`config.mk`:
```
export PLATFORM = sky130hd
export DESIGN_NAME = multicycle_ctrl
export DESIGN_NICKNAME = d
export VERILOG_FILES = /design/src/rtl/multicycle_ctrl.sv
export SDC_FILE = /design/constraint.sdc
export NUM_CORES = 1
export LEC_CHECK = 0
export ABC_AREA = 1
export CORE_MARGIN = 1.5
export CORE_UTILIZATION = 40
export DETAILED_ROUTE_END_ITERATION = 10
export GPL_ROUTABILITY_DRIVEN = 0
export HOLD_SLACK_MARGIN = 0.15
export MAX_ROUTING_LAYER = met4
export PLACE_DENSITY_LB_ADDON = 0.15
export SYNTH_ARGS = -nofsm -noshare
export SYNTH_HDL_FRONTEND = slang
export SYNTH_SLANG_ARGS = --single-unit
```
`constraint.sdc`:
```
create_clock -name clk -period 2.2 [get_ports clk]
set_clock_uncertainty 0.2 [all_clocks]
set_input_delay 0.33 -clock clk [delete_from_list [all_inputs] [get_ports clk]]
set_output_delay 0.33 -clock clk [all_outputs]
set_load 0.05 [all_outputs]
```
`src/rtl/multicycle_ctrl.sv`:
```
// Multicycle MIPS control FSM: Moore-style datapath controls, mem_ready wait
// handshake, retired-instruction counter and sticky illegal-opcode trap.
// Optional feature: define MC_CTRL_JUMP_EN to decode opcode 000010 as a jump.
module multicycle_ctrl #(
  parameter int unsigned CNT_W = 32
) (
  input  logic             clk,
  input  logic             reset,
  input  logic [5:0]       opcode,
  input  logic             mem_ready,
  output logic             pc_write,
  output logic             pc_write_cond,
  output logic             i_or_d,
  output logic             mem_read,
  output logic             mem_write,
  output logic             ir_write,
  output logic             mem_to_reg,
  output logic             reg_dst,
  output logic             reg_write,
  output logic             alu_src_a,
  output logic [1:0]       alu_src_b,
  output logic [1:0]       alu_op,
  output logic [1:0]       pc_source,
  output logic             instr_done,
  output logic [CNT_W-1:0] retired,
  output logic             trap,
  output logic [3:0]       state
);

  localparam logic [3:0] ST_BOOT     = 4'd0;
  localparam logic [3:0] ST_FETCH    = 4'd1;
  localparam logic [3:0] ST_DECODE   = 4'd2;
  localparam logic [3:0] ST_MEMADR   = 4'd3;
  localparam logic [3:0] ST_MEMREAD  = 4'd4;
  localparam logic [3:0] ST_MEMWB    = 4'd5;
  localparam logic [3:0] ST_MEMWRITE = 4'd6;
  localparam logic [3:0] ST_EXECUTE  = 4'd7;
  localparam logic [3:0] ST_ALUWB    = 4'd8;
  localparam logic [3:0] ST_BRANCH   = 4'd9;
`ifdef MC_CTRL_JUMP_EN
  localparam logic [3:0] ST_JUMP     = 4'd10;
  localparam logic [5:0] OP_J        = 6'b000010;
`endif
  localparam logic [3:0] ST_TRAP     = 4'd15;

  localparam logic [5:0] OP_R   = 6'b000000;
  localparam logic [5:0] OP_LW  = 6'b100011;
  localparam logic [5:0] OP_SW  = 6'b101011;
  localparam logic [5:0] OP_BEQ = 6'b000100;

  logic [3:0] state_q;
  logic [3:0] state_d;

  // State register; reset drops straight to BOOT so every control output clears at once.
  always_ff @(posedge clk or negedge reset) begin
    if (!reset) state_q <= ST_BOOT;
    else        state_q <= state_d;
  end

  always_comb begin
    state_d = ST_BOOT;
    case (state_q)
      ST_BOOT:     state_d = ST_FETCH;
      ST_FETCH:    state_d = mem_ready ? ST_DECODE : ST_FETCH;
      ST_DECODE: begin
        case (opcode)
          OP_LW, OP_SW: state_d = ST_MEMADR;
          OP_R:         state_d = ST_EXECUTE;
          OP_BEQ:       state_d = ST_BRANCH;
`ifdef MC_CTRL_JUMP_EN
          OP_J:         state_d = ST_JUMP;
`endif
          default:      state_d = ST_TRAP;
        endcase
      end
      ST_MEMADR:   state_d = (opcode == OP_SW) ? ST_MEMWRITE : ST_MEMREAD;
      ST_MEMREAD:  state_d = mem_ready ? ST_MEMWB : ST_MEMREAD;
      ST_MEMWRITE: state_d = mem_ready ? ST_FETCH : ST_MEMWRITE;
      ST_EXECUTE:  state_d = ST_ALUWB;
      ST_MEMWB:    state_d = ST_FETCH;
      ST_ALUWB:    state_d = ST_FETCH;
      ST_BRANCH:   state_d = ST_FETCH;
`ifdef MC_CTRL_JUMP_EN
      ST_JUMP:     state_d = ST_FETCH;
`endif
      ST_TRAP:     state_d = ST_TRAP;
      default:     state_d = ST_BOOT;
    endcase
  end

  // Control decode: a function of state, plus mem_ready for the handshake strobes.
  always_comb begin
    pc_write      = 1'b0;
    pc_write_cond = 1'b0;
    i_or_d        = 1'b0;
    mem_read      = 1'b0;
    mem_write     = 1'b0;
    ir_write      = 1'b0;
    mem_to_reg    = 1'b0;
    reg_dst       = 1'b0;
    reg_write     = 1'b0;
    alu_src_a     = 1'b0;
    alu_src_b     = 2'b00;
    alu_op        = 2'b00;
    pc_source     = 2'b00;
    instr_done    = 1'b0;
    trap          = 1'b0;
    case (state_q)
      ST_FETCH: begin
        mem_read  = 1'b1;
        ir_write  = mem_ready;
        pc_write  = mem_ready;
        alu_src_b = 2'b01;
      end
      ST_DECODE:   alu_src_b = 2'b11;
      ST_MEMADR: begin
        alu_src_a = 1'b1;
        alu_src_b = 2'b10;
      end
      ST_MEMREAD: begin
        mem_read = 1'b1;
        i_or_d   = 1'b1;
      end
      ST_MEMWB: begin
        reg_write  = 1'b1;
        mem_to_reg = 1'b1;
        instr_done = 1'b1;
      end
      ST_MEMWRITE: begin
        mem_write  = 1'b1;
        i_or_d     = 1'b1;
        instr_done = mem_ready;
      end
      ST_EXECUTE: begin
        alu_src_a = 1'b1;
        alu_op    = 2'b10;
      end
      ST_ALUWB: begin
        reg_write  = 1'b1;
        reg_dst    = 1'b1;
        instr_done = 1'b1;
      end
      ST_BRANCH: begin
        alu_src_a     = 1'b1;
        alu_op        = 2'b01;
        pc_write_cond = 1'b1;
        pc_source     = 2'b01;
        instr_done    = 1'b1;
      end
`ifdef MC_CTRL_JUMP_EN
      ST_JUMP: begin
        pc_write   = 1'b1;
        pc_source  = 2'b10;
        instr_done = 1'b1;
      end
`endif
      ST_TRAP:     trap = 1'b1;
      default:     ;
    endcase
  end

  // Retired counter wraps freely.
  always_ff @(posedge clk or negedge reset) begin
    if (!reset)          retired <= '0;
    else if (instr_done) retired <= retired + CNT_W'(1);
  end

  assign state = state_q;

endmodule

```
### Word-level counts from Yosys, hierarchy flattened

Index checks and enable logic that the tools add are counted.

| storage, ports and cells | value |
|---|---|
| bits in registers | 36 |
| logic and storage cells | 45 |
| output and inout port bits | 54 |
| input port bits | 9 |

| operators by class | value |
|---|---|
| equal/unequal tests | 13 |
| $add $sub $neg | 1 |
| reduce and logical (&&, ||, !) cells | 9 |
| mux-type cells | 20 |

Operator list:

| cell | count |
|---|---|
| $add A32 B1 Y32 const B | 1 |
| $pmux W4 S8 | 1 |
| $eq A4 B3 Y1 const B | 4 |
| $eq A4 B4 Y1 const B | 3 |
| $eq A6 B6 Y1 const B | 2 |
| $mux W1 | 12 |
| $pmux W4 S3 | 1 |
| $eq A4 B2 Y1 const B | 2 |
| $reduce_or A2 Y1 | 4 |
| $eq A6 B3 Y1 const B | 1 |
| $logic_not A6 Y1 | 1 |
| $pmux W2 S3 | 1 |
| $reduce_or A3 Y1 | 2 |
| $eq A4 B1 Y1 const B | 1 |
| $logic_not A4 Y1 | 1 |
| $mux W2 | 2 |
| $pmux W2 S2 | 1 |
| $reduce_or A4 Y1 | 1 |
| $mux W3 | 1 |
| $pmux W1 S2 | 1 |

### Longest topological paths before layout

| logic depth | value |
|---|---|
| depth in word-level cells | 4 |
| mapped depth | 10 |
| depth with buffers taken out | 10 |

### Worst setup path after synthesis

Ideal clock, no wire load.

| path | value |
|---|---|
| path kind | reg2out |
| from | reg state_q[0], in the netlist state[0] |
| to | out pc_write |
| data arrival time | 2.164 ns |
| required time | 1.670 ns |
| path buffers | 1 |
| cell stages (with the launch flop) | 6 |
| path slack | -0.494 ns |
| cell sequence | dfrtp_1 inv_1 nor2_1 nand2_1 nor2_1 buf_4 |

| between the ends | value |
|---|---|
| longest elaborated chain between the ends | 2 |

RTL lines:

| what | RTL line | text |
|---|---|---|
| start, declared | 51 | `logic [3:0] state_q;` |
| start signal, assigned | 57 | `else state_q <= state_d;` |
| $eq A4 B1 Y1 | n/a |  |
| $mux W1 | n/a |  |
| end, declared | 11 | `output logic pc_write,` |

No other way between the ends.

### Final worst setup path

| path | value |
|---|---|
| from | reg retired[27] |
| to | out retired[27] |

RTL lines:

| what | RTL line | text |
|---|---|---|
| start, declared | 25 | `output logic [CNT_W-1:0] retired,` |
| start signal, assigned | 165 | `else if (instr_done) retired <= retired + CNT_W'(1);` |

No word-level cell between the ends.

==> impl_metrics.json <==
{
  "diodes": 0,
  "tightest_slew_ns": 0.517,
  "rsz0062_at_grt": "true",
  "cts_tree": "built",
  "grt_pass1_vias": 2363,
  "crit_path_cell_trace": "clkdlybuf4s50_1",
  "synth_common_cells": "nand2_1, nor2_1, inv_1, dfrtp_1, nand3_1",
  "postSynthCellCount": 390,
  "drt-total-wl_um": 6190,
  "die_x_um": 82.0,
  "clk_pin_slew_ns": 0.07,
  "start_util": 0.417,
  "leakage_nw": 1.56,
  "totalPowerFinal_mw": 1.20,
  "ys_warn_count": 0,
  "drc_errors": 0,
  "antenna_found_initial": 0,
  "grt_start_max_net_pins": 37,
  "rows": 28,
  "max-cap-violations": 0,
  "track_usage": 0.212,
  "endpoint_kind": "output port",
  "drt-initial-drc-count": 197,
  "hold_viol_final": 0,
  "io_buffers": 61,
  "crit_family": "buffers and inverters",
  "synth_top_cell_area_share": 0.361,
  "ir_worst_vdd_v": 0.000209,
  "synth_top_cells_by_area": "dfrtp_1, nand2_1, nor2_1",
  "cts.path.max_buffers": 2,
  "drt-pass1-iter-count": 4,
  "slew_headroom": 0.654,
  "grt_pass1_wl_um": 10700,
  "final_max_slew_viol_count": 0,
  "io_pins": 63,
  "async_reset_ff_frac": 1.00,
  "die_height_um": 82.0,
  "vias": 2565,
  "fin_crit_sh": 0.966,
  "htreeDepth": 2,
  "p_clk_frac": 0.412,
  "core_area_um2": 5990,
  "cts_buffers": 5,
  "wl_per_cell_um": 11.6,
  "outcome": "completed",
  "dieArea_um2": 6730,
  "worstPathArrival_ns": 1.60,
  "cpPeakStageDelay_ns": 0.85,
  "p_seq_frac": 0.553,
  "layout-drive-gt1-share": 0.105,
  "clock_latency_ns": 0.29,
  "synthFlopType": "dfrtp_1",
  "intPower_mw": 0.929,
  "min-delay-path-class": "in2async",
  "crit_buf_inv": 1,
  "crit_fanout": 6,
  "yosysTopAreaCell": "dfrtp_1",
  "crit_slowest_cell": "clkdlybuf4s50_1",
  "tns_ns": 0,
  "nFillCells": 583,
  "synth_seq_cells": 36,
  "comb_power_share": 0.035,
  "swShare": 0.224,
  "syn_area_per_cell_um2": 6.40,
  "drtAntennaViolNets": 0,
  "synthesis.nets": 400,
  "power.density_nw_per_um2": 345,
  "p_sw_mw": 0.268,
  "avgViaCountPerCell": 4.81,
  "clock_sinks": 36,
  "setup_violations": 0,
  "syn_to_final_growth_pct": 38.9,
  "worstSetupStartpointType": "flip-flop",
  "fmax_mhz": 470,
  "synth_edf_count": 0,
  "synth_cell_types": 26,
  "netlist_area_um2": 2500,
  "dpl.hpwl_um": 4760,
  "min_period_ns": 2.13,
  "yosysSeqAreaShare": 0.361,
  "root_buffer": "clkbuf_8",
  "path_class": "reg2out",
  "worstPathRequired_ns": 1.67,
  "overflow": 0,
  "yosysMostFrequentCell": "nand2_1",
  "layout.nets": 467
}
-- flip-flops by register name, summed over array words and instances (netlist names) --
signal   count
state        4
retired     32
-- cells in the final DEF (no fill, tap or decap), types with 3 or more instances in the layout --
cell type	n
nor2_2	5
a21oi_1	3
o21ai_1	4
xor2_1	11
nand4_1	11
nor2_1	62
dfrtp_1	34
buf_4	6
inv_1	49
clkbuf_8	6
nand2_1	152
nand3_1	22
clkdlybuf4s50_1	43
buf_12	19
o21ai_0	10
-- logic make-up after synthesis --
| logic type | count (synthesis) | synth area share |
|---|---|---|
| adder cells (fa/ha/maj) | 1 | 0.00501 |
| flip-flops | 36 | 0.361 |
| AND/OR/NAND/NOR | 262 | 0.434 |
| buffers and inverters | 60 | 0.116 |
| AO/OA/AOI/OAI | 18 | 0.0376 |
| XOR/XNOR | 12 | 0.0451 |
| other | 1 | 0.00150 |
-- stage by stage --
step	instances	hold WS, ns	util	setup slack, ns	instance area [um^2]
floorplan	390	-0.166	-	-0.136	2500
global placement	520	0.110	0.556	0.225	3330
detailed placement	520	0.111	0.556	0.192	3330
CTS	529	0.330	0.573	0.0254	3430
global route	533	0.343	0.579	-0.0321	3470
finish	533	0.312	0.579	0.0741	3470
-- final timing paths --
kind / from / endpoint / slack [ns] / depth (start not counted)
min in group clk: retired[31] / retired[31] / 0.34 / 2
max in group asynchronous: reset / state[0] / 1.26 / 3
worst min register to register: retired[31] / retired[31] / 0.34 / 2
worst max register to register: retired[0] / retired[26] / 0.25 / 8
worst max-delay path: retired[27] / retired[27] / 0.07 / 1
worst min-delay path: reset / retired[2] / 0.31 / 3
-- per-layer routing --
layer | vias up | routed length (um) | track usage
met5 | - | 0 | -
met4 | 0 | 88 | 0.0627
met3 | 9 | 289 | 0.0389
met2 | 65 | 2910 | 0.330
met1 | 1160 | 2900 | 0.279
li1 | 1331 | - | -
-- cell type report --
class / instances / area, um^2 / share of cell area
multi-input combinational: 294 / 1320 / 0.381
sequential: 36 / 903 / 0.260
timing repair buffer: 70 / 871 / 0.251
inverter: 50 / 188 / 0.0541
tap: 75 / 93.8 / 0.0271
clock buffer: 6 / 82.6 / 0.0238
clock inverter: 2 / 10.0 / 0.00289
-- timing repair --
action	4_1_cts	5_1_grt
hold endpoints to repair	36	0
hold buffers	1	0
setup buffers	0	4
gates resized for setup	0	2
endpoints found under the setup margin	0	7
-- power by group through the flow --
| stage | combinational [mW] | clock, mW | sequential (mW) |
|---|---|---|---|
| finish | 0.0419 | 0.493 | 0.661 |
| global route | 0.0480 | 0.541 | 0.661 |
| CTS | 0.0433 | 0.510 | 0.661 |
| detailed placement | 0.0419 | 0 | 0.674 |
| global placement | 0.0414 | 0 | 0.674 |
| floorplan | 0.00945 | 0 | 0.674 |
(Power assumes the default switching activity.)
